[src/rtl/video_frame_writer_pkg.sv]
// Shared types, widths and helpers for the video frame writer.
package video_frame_writer_pkg;

  typedef enum logic {
    IDLE  = 1'b0,
    FRAME = 1'b1
  } state_e;

  localparam int PIX_W  = 24;
  localparam int WORD_W = 32;
  localparam int CNT_W  = 12;

  localparam logic [CNT_W-1:0] CNT_MAX = '1;

  // Geometry counters stick at full scale instead of wrapping.
  function automatic logic [CNT_W-1:0] sat_inc(input logic [CNT_W-1:0] v);
    return (v == CNT_MAX) ? v : v + 1'b1;
  endfunction

endpackage

[src/rtl/video_frame_writer_packer.sv]
// Packs 24-bit pixels into 32-bit little-endian words (4 pixels -> 3 words),
// flushing held bytes zero-padded at line end.
module rgb24_to_32_packer
  import video_frame_writer_pkg::*;
(
  input  logic              clk,
  input  logic              rst,
  input  logic              clear,
  input  logic              pix_valid,
  input  logic [PIX_W-1:0]  pix,
  input  logic              flush,
  output logic              word_valid,
  output logic [WORD_W-1:0] word
);

  logic [1:0]       phase_q, phase_d;
  logic [PIX_W-1:0] hold_q, hold_d;

  // Merge the incoming pixel with held bytes; held bytes stay right-aligned
  // with zeros above, so a flush word is simply the hold register padded.
  always_comb begin
    phase_d    = phase_q;
    hold_d     = hold_q;
    word_valid = 1'b0;
    word       = '0;
    if (clear) begin
      phase_d = '0;
      hold_d  = '0;
    end else if (pix_valid) begin
      phase_d = phase_q + 2'd1;
      unique case (phase_q)
        2'd0: begin
          hold_d = pix;
        end
        2'd1: begin
          word_valid = 1'b1;
          word       = {pix[7:0], hold_q};
          hold_d     = {8'h00, pix[23:8]};
        end
        2'd2: begin
          word_valid = 1'b1;
          word       = {pix[15:0], hold_q[15:0]};
          hold_d     = {16'h0000, pix[23:16]};
        end
        default: begin
          word_valid = 1'b1;
          word       = {pix, hold_q[7:0]};
          hold_d     = '0;
        end
      endcase
    end else if (flush) begin
      phase_d = '0;
      hold_d  = '0;
      if (phase_q != 2'd0) begin
        word_valid = 1'b1;
        word       = {8'h00, hold_q};
      end
    end
  end

  // Phase and holding register.
  always_ff @(posedge clk or posedge rst) begin
    if (rst) begin
      phase_q <= '0;
      hold_q  <= '0;
    end else begin
      phase_q <= phase_d;
      hold_q  <= hold_d;
    end
  end

endmodule

[src/rtl/video_frame_writer.sv]
// Frame capture front end: vsync edge detect, capture FSM, geometry
// measurement, word addressing and FIFO overflow handling.
module video_frame_writer
  import video_frame_writer_pkg::*;
#(
  parameter int                ADDR_W    = 24,
  parameter logic [ADDR_W-1:0] BASE_ADDR = '0,
  parameter bit                VSYNC_POL = 1'b1
) (
  input  logic              pclk,
  input  logic              reset,
  input  logic              hsync,
  input  logic              vsync,
  input  logic              de,
  input  logic [PIX_W-1:0]  rgb_data,
  input  logic              capture_en,
  input  logic              wr_full,
  output logic              wr_en,
  output logic [WORD_W-1:0] wr_data,
  output logic [ADDR_W-1:0] wr_addr,
  output logic              frame_start,
  output logic              frame_done,
  output logic              overflow,
  output logic [CNT_W-1:0]  h_active,
  output logic [CNT_W-1:0]  v_active
);

  state_e              state_q, state_d;
  logic                vs_hist_q, vs_hist_d;
  logic                in_line_q, in_line_d;
  logic [ADDR_W-1:0]   nxt_addr_q, nxt_addr_d;
  logic [CNT_W-1:0]    pix_cnt_q, pix_cnt_d;
  logic [CNT_W-1:0]    line_cnt_q, line_cnt_d;
  logic [CNT_W-1:0]    last_pix_q, last_pix_d;
  logic                wr_en_q, wr_en_d;
  logic [WORD_W-1:0]   wr_data_q, wr_data_d;
  logic [ADDR_W-1:0]   wr_addr_q, wr_addr_d;
  logic                frame_start_q, frame_start_d;
  logic                frame_done_q, frame_done_d;
  logic                overflow_q, overflow_d;
  logic [CNT_W-1:0]    h_active_q, h_active_d;
  logic [CNT_W-1:0]    v_active_q, v_active_d;

  logic                vs_act, lead, capturing, pix_take, line_end;
  logic                pk_valid;
  logic [WORD_W-1:0]   pk_word;
  logic                unused_hsync;

  assign unused_hsync = hsync;

  // A leading edge ends all pixel work for that cycle: any residual is
  // discarded and a coincident line end is not counted.
  assign vs_act    = (vsync == VSYNC_POL);
  assign lead      = vs_act & ~vs_hist_q;
  assign capturing = (state_q == FRAME);
  assign pix_take  = capturing & de & ~lead;
  assign line_end  = capturing & in_line_q & ~de & ~lead;

  rgb24_to_32_packer u_packer (
    .clk        (pclk),
    .rst        (reset),
    .clear      (lead),
    .pix_valid  (pix_take),
    .pix        (rgb_data),
    .flush      (line_end),
    .word_valid (pk_valid),
    .word       (pk_word)
  );

  // Next-state: FSM, counters, addressing, write issue and geometry capture.
  always_comb begin
    state_d       = state_q;
    vs_hist_d     = vs_act;
    in_line_d     = in_line_q;
    nxt_addr_d    = nxt_addr_q;
    pix_cnt_d     = pix_cnt_q;
    line_cnt_d    = line_cnt_q;
    last_pix_d    = last_pix_q;
    wr_en_d       = 1'b0;
    wr_data_d     = wr_data_q;
    wr_addr_d     = wr_addr_q;
    frame_start_d = 1'b0;
    frame_done_d  = 1'b0;
    overflow_d    = overflow_q;
    h_active_d    = h_active_q;
    v_active_d    = v_active_q;

    if (pix_take) begin
      in_line_d = 1'b1;
      pix_cnt_d = sat_inc(pix_cnt_q);
    end

    if (line_end) begin
      in_line_d  = 1'b0;
      pix_cnt_d  = '0;
      last_pix_d = pix_cnt_q;
      line_cnt_d = sat_inc(line_cnt_q);
    end

    // Address advances on drops too, keeping later words at their slots.
    if (pk_valid) begin
      nxt_addr_d = nxt_addr_q + 1'b1;
      if (wr_full) begin
        overflow_d = 1'b1;
      end else begin
        wr_en_d   = 1'b1;
        wr_data_d = pk_word;
        wr_addr_d = nxt_addr_q;
      end
    end

    if (lead) begin
      in_line_d = 1'b0;
      if (capturing) begin
        frame_done_d = 1'b1;
        h_active_d   = last_pix_q;
        v_active_d   = line_cnt_q;
      end
      if (capture_en) begin
        state_d       = FRAME;
        frame_start_d = 1'b1;
        nxt_addr_d    = BASE_ADDR;
        wr_addr_d     = BASE_ADDR;
        overflow_d    = 1'b0;
        pix_cnt_d     = '0;
        line_cnt_d    = '0;
        last_pix_d    = '0;
      end else begin
        state_d = IDLE;
      end
    end
  end

  // State and registered outputs.
  always_ff @(posedge pclk or posedge reset) begin
    if (reset) begin
      state_q       <= IDLE;
      vs_hist_q     <= 1'b0;
      in_line_q     <= 1'b0;
      nxt_addr_q    <= BASE_ADDR;
      pix_cnt_q     <= '0;
      line_cnt_q    <= '0;
      last_pix_q    <= '0;
      wr_en_q       <= 1'b0;
      wr_data_q     <= '0;
      wr_addr_q     <= BASE_ADDR;
      frame_start_q <= 1'b0;
      frame_done_q  <= 1'b0;
      overflow_q    <= 1'b0;
      h_active_q    <= '0;
      v_active_q    <= '0;
    end else begin
      state_q       <= state_d;
      vs_hist_q     <= vs_hist_d;
      in_line_q     <= in_line_d;
      nxt_addr_q    <= nxt_addr_d;
      pix_cnt_q     <= pix_cnt_d;
      line_cnt_q    <= line_cnt_d;
      last_pix_q    <= last_pix_d;
      wr_en_q       <= wr_en_d;
      wr_data_q     <= wr_data_d;
      wr_addr_q     <= wr_addr_d;
      frame_start_q <= frame_start_d;
      frame_done_q  <= frame_done_d;
      overflow_q    <= overflow_d;
      h_active_q    <= h_active_d;
      v_active_q    <= v_active_d;
    end
  end

  assign wr_en       = wr_en_q;
  assign wr_data     = wr_data_q;
  assign wr_addr     = wr_addr_q;
  assign frame_start = frame_start_q;
  assign frame_done  = frame_done_q;
  assign overflow    = overflow_q;
  assign h_active    = h_active_q;
  assign v_active    = v_active_q;

endmodule
[config.mk]
export PLATFORM = sky130hd
export DESIGN_NAME = video_frame_writer
export DESIGN_NICKNAME = d
export VERILOG_FILES = /design/src/rtl/video_frame_writer_pkg.sv /design/src/rtl/video_frame_writer_packer.sv /design/src/rtl/video_frame_writer.sv
export SDC_FILE = /design/constraint.sdc
export NUM_CORES = 1
export LEC_CHECK = 0
export ABC_AREA = 1
export CAP_MARGIN = 30
export CORE_ASPECT_RATIO = 1.4
export CORE_MARGIN = 4
export CORE_UTILIZATION = 45
export CTS_BUF_LIST = sky130_fd_sc_hd__clkbuf_4
export CTS_CLUSTER_SIZE = 16
export DETAILED_ROUTE_END_ITERATION = 12
export MAX_ROUTING_LAYER = met4
export PLACE_DENSITY = 0.68
export SLEW_MARGIN = 0
export SYNTH_ARGS = -nofsm -noshare
export SYNTH_HDL_FRONTEND = slang
export SYNTH_SLANG_ARGS = --single-unit
[constraint.sdc]
create_clock -name pclk -period 5.7 [get_ports pclk]
set_input_delay 0.57 -clock pclk [delete_from_list [all_inputs] [get_ports pclk]]
set_output_delay 0.57 -clock pclk [all_outputs]
set_load 0.01 [all_outputs]
==> metrics.yaml, run 1 <==
setup_path:
  worstPathMaxFanout: 53
  slowest_delay_ns: 0.55
  crit_arrival_ns: 3.37
  cp_slowest_cell: "nor2_8"
  path_cells: "clkdlybuf4s50_1, nand2_2, nand2_2, nand2_1, nand2_4, nor2_8, inv_2, o21ai_1, nor2_1"
  cp-start-kind: "input port"
  worstReg2RegStart: "u_packer.phase_q[0]"
  crit_top_cell: "nand2_2"
  end_kind: "register"
  startpoint: "vsync"
  worst-r2r-setup-slack_ns: 2.84
  cp.required_ns: 6.17
  critical_path_class: "in2reg"
job:
  maxCapViolCount: 0
floorplan:
  dieArea_um2: 20400
  rows: 58
  die_h_um: 167
  ioPinCount: 115
  core_um2: 17900
  die_w_um: 122
  initial_core_util_pct: 45.6
timing:
  fin_crit_ns: 2.90
  finalCritPeriodShare_pct: 50.8
  finalSetupTns_ns: 0
  finalHoldViolCount: 0
  post-route-worst-setup-slack_ns: 2.80
  rsz0062_at_grt: "false"
  worst_slew_pin_slew_ns: 0.890
  slew_headroom_pct: 40.6
  drv_slew: 0
  fmax_mhz: 345
  setup_viol: 0
  finalClockSkew_ns: 0.0222
synthesis:
  avgSynthCellArea_um2: 8.07
  synth_enable_flop_cells: 0
  synth.top_cell.area_share_pct: 53.0
  ys_types: 35
  synth_cells: 1012
  synthFlopType: "dfrtp_1"
  syn-cell-area_um2: 8170
  ys_seq_elements: 173
  synth_nets: 1050
  synth.area.top_cells: "dfrtp_1, nand2_1, nor2_1, o21ai_0, inv_1"
  synth-seq-area-share_pct: 53.0
  yosys_warnings: 0
  synth_top_area_cell: "dfrtp_1"
  async_reset_ff_share_pct: 100
layout:
  drive_above_1_share_pct: 5.09
  final_util_pct: 54.9
  synthToLayoutAreaGrowth_pct: 20.5
  num-fill-cells: 1763
  fin_nets: 1145
  regArea_um2: 4330
  multi_input_area_um2: 3230
clock_tree:
  clockBufferDepth: 2
  cts_num_sinks: 173
  clock_latency_ns: 0.57
  post_cts_buffers: 0
  cts.clk_slew.worst_paths_ns: 0.14
  cts_buffers: 17
  post_cts_resized: 0
  clockRootBuffer: "clkbuf_4"
  cts_max_level: 4
  hold_buffers: 0
  cts_tree: "built"
status:
  outcome: "complete, no violations"
power_and_ir_drop:
  p_comb_share_pct: 24.4
  p_switching_uw: 948
  power.internal_mw: 2.22
  power.leakage_nw: 4.68
  peakVddDrop_mv: 0.145
  pwr-share-seq_pct: 47.9
  power_density_nw_per_um2: 322
  p_clk_share_pct: 27.7
  p_sw_share_pct: 29.9
grt:
  grt_use_total_pct: 21.5
  antenna_found_initial: 1
  grt_overflow: 0
  grt_pass1_vias: 6786
  grt_pass1_wl_um: 34300
  grt_max_degree: 74
placement:
  portBuffers: 113
  pre_cts_ws_ns: 2.13
  place_hpwl_um: 14000
  routabilityCongestion: 0.834
drt:
  drc_errors: 0
  via_count: 7020
  post_drt_via_cell_ratio: 5.16
  antenna_left: 0
  dr.first_iter.drc_count: 488
  wl_per_cell_um: 15.2
  first_pass_iters: 5
  wirelength_um: 20600
worst_hold_path:
  hold_class: "in2async"
## registers in the layout, summed over array words and instances (netlist names), 24 cells and up
register         count
nxt_addr_q          24
u_packer.hold_q     24
wr_addr             24
wr_data             32
## cell type report
cell class | instances | area share, %
clock buffer | 18 | 1.37
multi-input combinational | 686 | 32.8
timing repair buffer | 118 | 12.1
inverter | 111 | 4.28
antenna | 1 | 0.0254
tap | 240 | 3.05
sequential | 173 | 44.0
clock inverter | 14 | 2.45
## path summary, 6_finish.rpt
kind / endpoint / cells after the start
worst max-delay path: wr_addr[3] / 9
worst min-delay path: h_active[3] / 2
worst max register to register: wr_addr[3] / 8
worst min register to register: h_active[5] / 2
max in group asynchronous: nxt_addr_q[18] / 3
min in group pclk: h_active[5] / 2
## synth_stat cells (all sizes together) (4+ instances only)
cell type / number
clkbuf: 15
o22ai: 24
o211ai: 4
a211oi: 5
nand2: 244
o2111ai: 8
dfrtp: 173
a21oi: 59
nand3: 53
ha: 7
o21ai: 105
o32ai: 8
nand4: 8
nor3: 11
inv: 110
nor2: 137
xnor2: 4
buf: 27
## cells by family after synthesis
family / share of synthesized area [%]
and+or+nand+nor: 23.2
buffers and inverters: 7.49
xor gates and xnor gates: 0.643
AOI/OAI and AO/OA: 14.6
DFF: 53.0
adders and majority gates: 1.07
## through the flow
step / cell area, um^2 / hold slack, ns / std cells / total power, mW
after floorplan: 8170 / 0.444 / 1012 / 1.94
after global placement: 9440 / 0.456 / 1327 / 2.30
after detailed placement: 9470 / 0.458 / 1328 / 2.33
after CTS: 9850 / 0.466 / 1360 / 3.21
after global routing: 9850 / 0.482 / 1361 / 3.36
final: 9850 / 0.465 / 1361 / 3.17
## power groups by stage
stage / combinational (mW) / clock (mW) / sequential, mW
3_5_place_dp: 0.781 / 0 / 1.54
6_report: 0.775 / 0.877 / 1.52
5_1_grt: 0.863 / 0.949 / 1.55
4_1_cts: 0.785 / 0.902 / 1.52
2_1_floorplan: 0.349 / 0 / 1.59
3_3_place_gp: 0.764 / 0 / 1.54
## worst max-delay path: cells and delay by family
kind	cells	cell delay (ns)
buffers and inverters	2	1.00
and+or+nand+nor	6	1.51
AOI/OAI and AO/OA	1	0.27
## per-layer routing
| layer | vias up | track usage (%) | part of all wire (%) |
|---|---|---|---|
| li1 | 3493 | - | - |
| met5 | - | - | 0 |
| met4 | 0 | 6.34 | 1.9 |
| met1 | 3303 | 27.1 | 44 |
| met3 | 28 | 4.32 | 4.8 |
| met2 | 196 | 35.2 | 50 |
## cell usage in the layout (no fill, tap or decap), drive strengths merged, types with 11 or more instances in the layout
master,netlist,final
nand2,244,244
dfrtp,173,173
nor2,137,137
clkdlybuf4s50,0,113
inv,110,111
o21ai,105,105
a21oi,59,59
nand3,53,53
o22ai,24,24
clkbuf,15,18
nor3,11,11
Power figures use the tool's default switching activity.
==> run 2, diff against run 1 <==
--- a/config.mk
+++ b/config.mk
@@ -14,7 +14,7 @@
 export CTS_CLUSTER_SIZE = 16
 export DETAILED_ROUTE_END_ITERATION = 12
 export MAX_ROUTING_LAYER = met4
-export PLACE_DENSITY = 0.68
+export PLACE_DENSITY = 0.7
 export SLEW_MARGIN = 0
 export SYNTH_ARGS = -nofsm -noshare
 export SYNTH_HDL_FRONTEND = slang
==> constraint.sdc (replaced) <==
create_clock -name pclk -period 2.6 [get_ports pclk]
set_input_delay 0.26 -clock pclk [delete_from_list [all_inputs] [get_ports pclk]]
set_output_delay 0.26 -clock pclk [all_outputs]
set_load 0.01 [all_outputs]
==> metrics.yaml, run 2 (synthesis gave the netlist of run 1 again) <==
setup_path:
  critical_path_class: "reg2reg"
  end_kind: "register"
  cp-start-kind: "register"
  worstPathMaxFanout: 12  # -77%
  cp.required_ns: 3.07  # -3.10 ns
  crit_arrival_ns: 2.74  # -0.63 ns
power_and_ir_drop:
  peakVddDrop_mv: 0.345  # +140%
  power.leakage_nw: 4.72  # +0.93%
  total_power_mw: 6.61  # +110%
  power_density_nw_per_um2: 666  # +110%
layout:
  synthToLayoutAreaGrowth_pct: 21.4
  final_util_pct: 55.3  # +0.39 points
  fin_nets: 1165  # +1.7%
  largest_register_ffs: 32  # unchanged
  final_common_cell: "nand2_1"
  regArea_um2: 4330  # unchanged
  mostFrequentLayoutCells: "nand2_1, dfrtp_1, nor2_1"
  multi_input_area_um2: 3230  # unchanged
  drive_above_1_share_pct: 6.40  # +1.3 points
  finalNonFillerCells: 1381  # +1.5%
  num-fill-cells: 1694  # -3.9%
clock_tree:
  cts_max_level: 4  # unchanged
  post_cts_resized: 0  # unchanged
  hold_buffers: 1  # +1
  clockRootBuffer: "clkbuf_4"
  clock_latency_ns: 0.58  # about the same
  post_cts_buffers: 0  # unchanged
  cts_buffers: 17  # unchanged
  clockBufferDepth: 2  # unchanged
  cts_tree: "built"
  cts.clk_slew.worst_paths_ns: 0.13  # about the same
  cts_num_sinks: 173  # unchanged
drt:
  wl_per_cell_um: 15.0  # -1.1%
  drc_errors: 0  # unchanged
  dr.first_iter.drc_count: 466  # -4.5%
  wirelength_um: 20700  # +0.39%
  via_count: 7147  # +1.8%
  antenna_left: 0  # unchanged
  post_drt_via_cell_ratio: 5.18  # +0.33%
  first_pass_iters: 5  # unchanged
timing:
  rsz0062_at_grt: "false"
  setup_viol: 0  # unchanged
  post-route-worst-setup-slack_ns: 0.334  # -2.47 ns
  finalSetupTns_ns: 0  # unchanged
  slew_headroom_pct: 48.4  # +7.8 points
  fin_crit_ns: 2.27
  finalClockSkew_ns: 0.0311  # +0.00890 ns
  drv_slew: 0  # unchanged
  finalHoldViolCount: 0  # unchanged
  worst_slew_pin_slew_ns: 0.771  # -0.119 ns
  finalCritPeriodShare_pct: 87.2
  fmax_mhz: 441
placement:
  portBuffers: 113  # unchanged
  routabilityCongestion: 0.886  # +6.2%
  dp.cells: 1347  # +1.4%
  place_hpwl_um: 14400  # +2.7%
  pre_cts_ws_ns: 0.297  # -1.84 ns
floorplan:
  dieArea_um2: 20400  # unchanged
  initial_core_util_pct: 45.6  # unchanged
  die_h_um: 167  # unchanged
  rows: 58  # unchanged
  core_um2: 17900  # unchanged
  ioPinCount: 115  # unchanged
  die_w_um: 122  # unchanged
grt:
  grt_overflow: 0  # unchanged
  grt_max_degree: 94  # +27%
  grt_pass1_vias: 7235  # +6.6%
  grt_use_total_pct: 22.0  # +0.45 points
  antenna_found_initial: 1  # unchanged
  grt_pass1_wl_um: 35200  # +2.5%
status:
  outcome: "complete, no violations"
job:
  maxCapViolCount: 0  # unchanged
worst_hold_path:
  hold_class: "in2reg"
run 2: worst max-delay path, cell delays in order (launching register included):
cell and delay, ns:
dfrtp_1 0.41, inv_1 0.10, ha_1 0.35, nor2_1 0.28, nand2_4 0.15, nor2_1 0.62, nand3_1 0.14, nand2_1 0.10
nor2_1 0.04
run 2: cell type report:
type / instances / share of cell area, %
Clock inverter: 14 / 1.44
Multi-Input combinational cell: 686 / 32.6
Timing Repair Buffer: 138 / 13.7
Clock buffer: 18 / 1.36
Inverter: 111 / 4.24
Sequential cell: 173 / 43.6
Antenna cell: 1 / 0.0252
Tap cell: 240 / 3.03
run 2: metal layers:
| layer | vias to the layer above | track usage [%] | share of wire, % |
|---|---|---|---|
| met1 | 3363 | 27.6 | 44 |
| met2 | 204 | 35.3 | 49 |
| met4 | 0 | 8.43 | 2.4 |
| met3 | 50 | 4.16 | 4.8 |
| li1 | 3530 | - | - |
| met5 | - | - | 0 |
run 2: worst paths after layout:
path	slack (ns)	cells after the start	end	startpoint
hold reg to reg	0.49	2	h_active[10]	h_active[10]
hold / removal	0.21	1	vs_hist_q	vsync
min in group asynchronous	0.47	3	h_active[3]	reset
setup / recovery	0.33	8	nxt_addr_q[19]	u_packer.phase_q[0]
max in group asynchronous	1.21	4	nxt_addr_q[10]	reset
setup reg to reg	0.33	8	nxt_addr_q[19]	u_packer.phase_q[0]
run 2: per-stage QoR:
step	hold WS, ns	area, um^2
2_1_floorplan	0.291	8170
3_3_place_gp	0.456	9630
3_5_place_dp	0.458	9630
4_1_cts	0.156	9920
5_1_grt	0.163	9920
6_report	0.206	9920
run 2: power breakdown:
part	internal, mW	leakage, nW	switching (mW)
sequential	3.10	2.35	0.240
clock	0.580	0.142	0.965
combinational	0.823	2.23	0.896
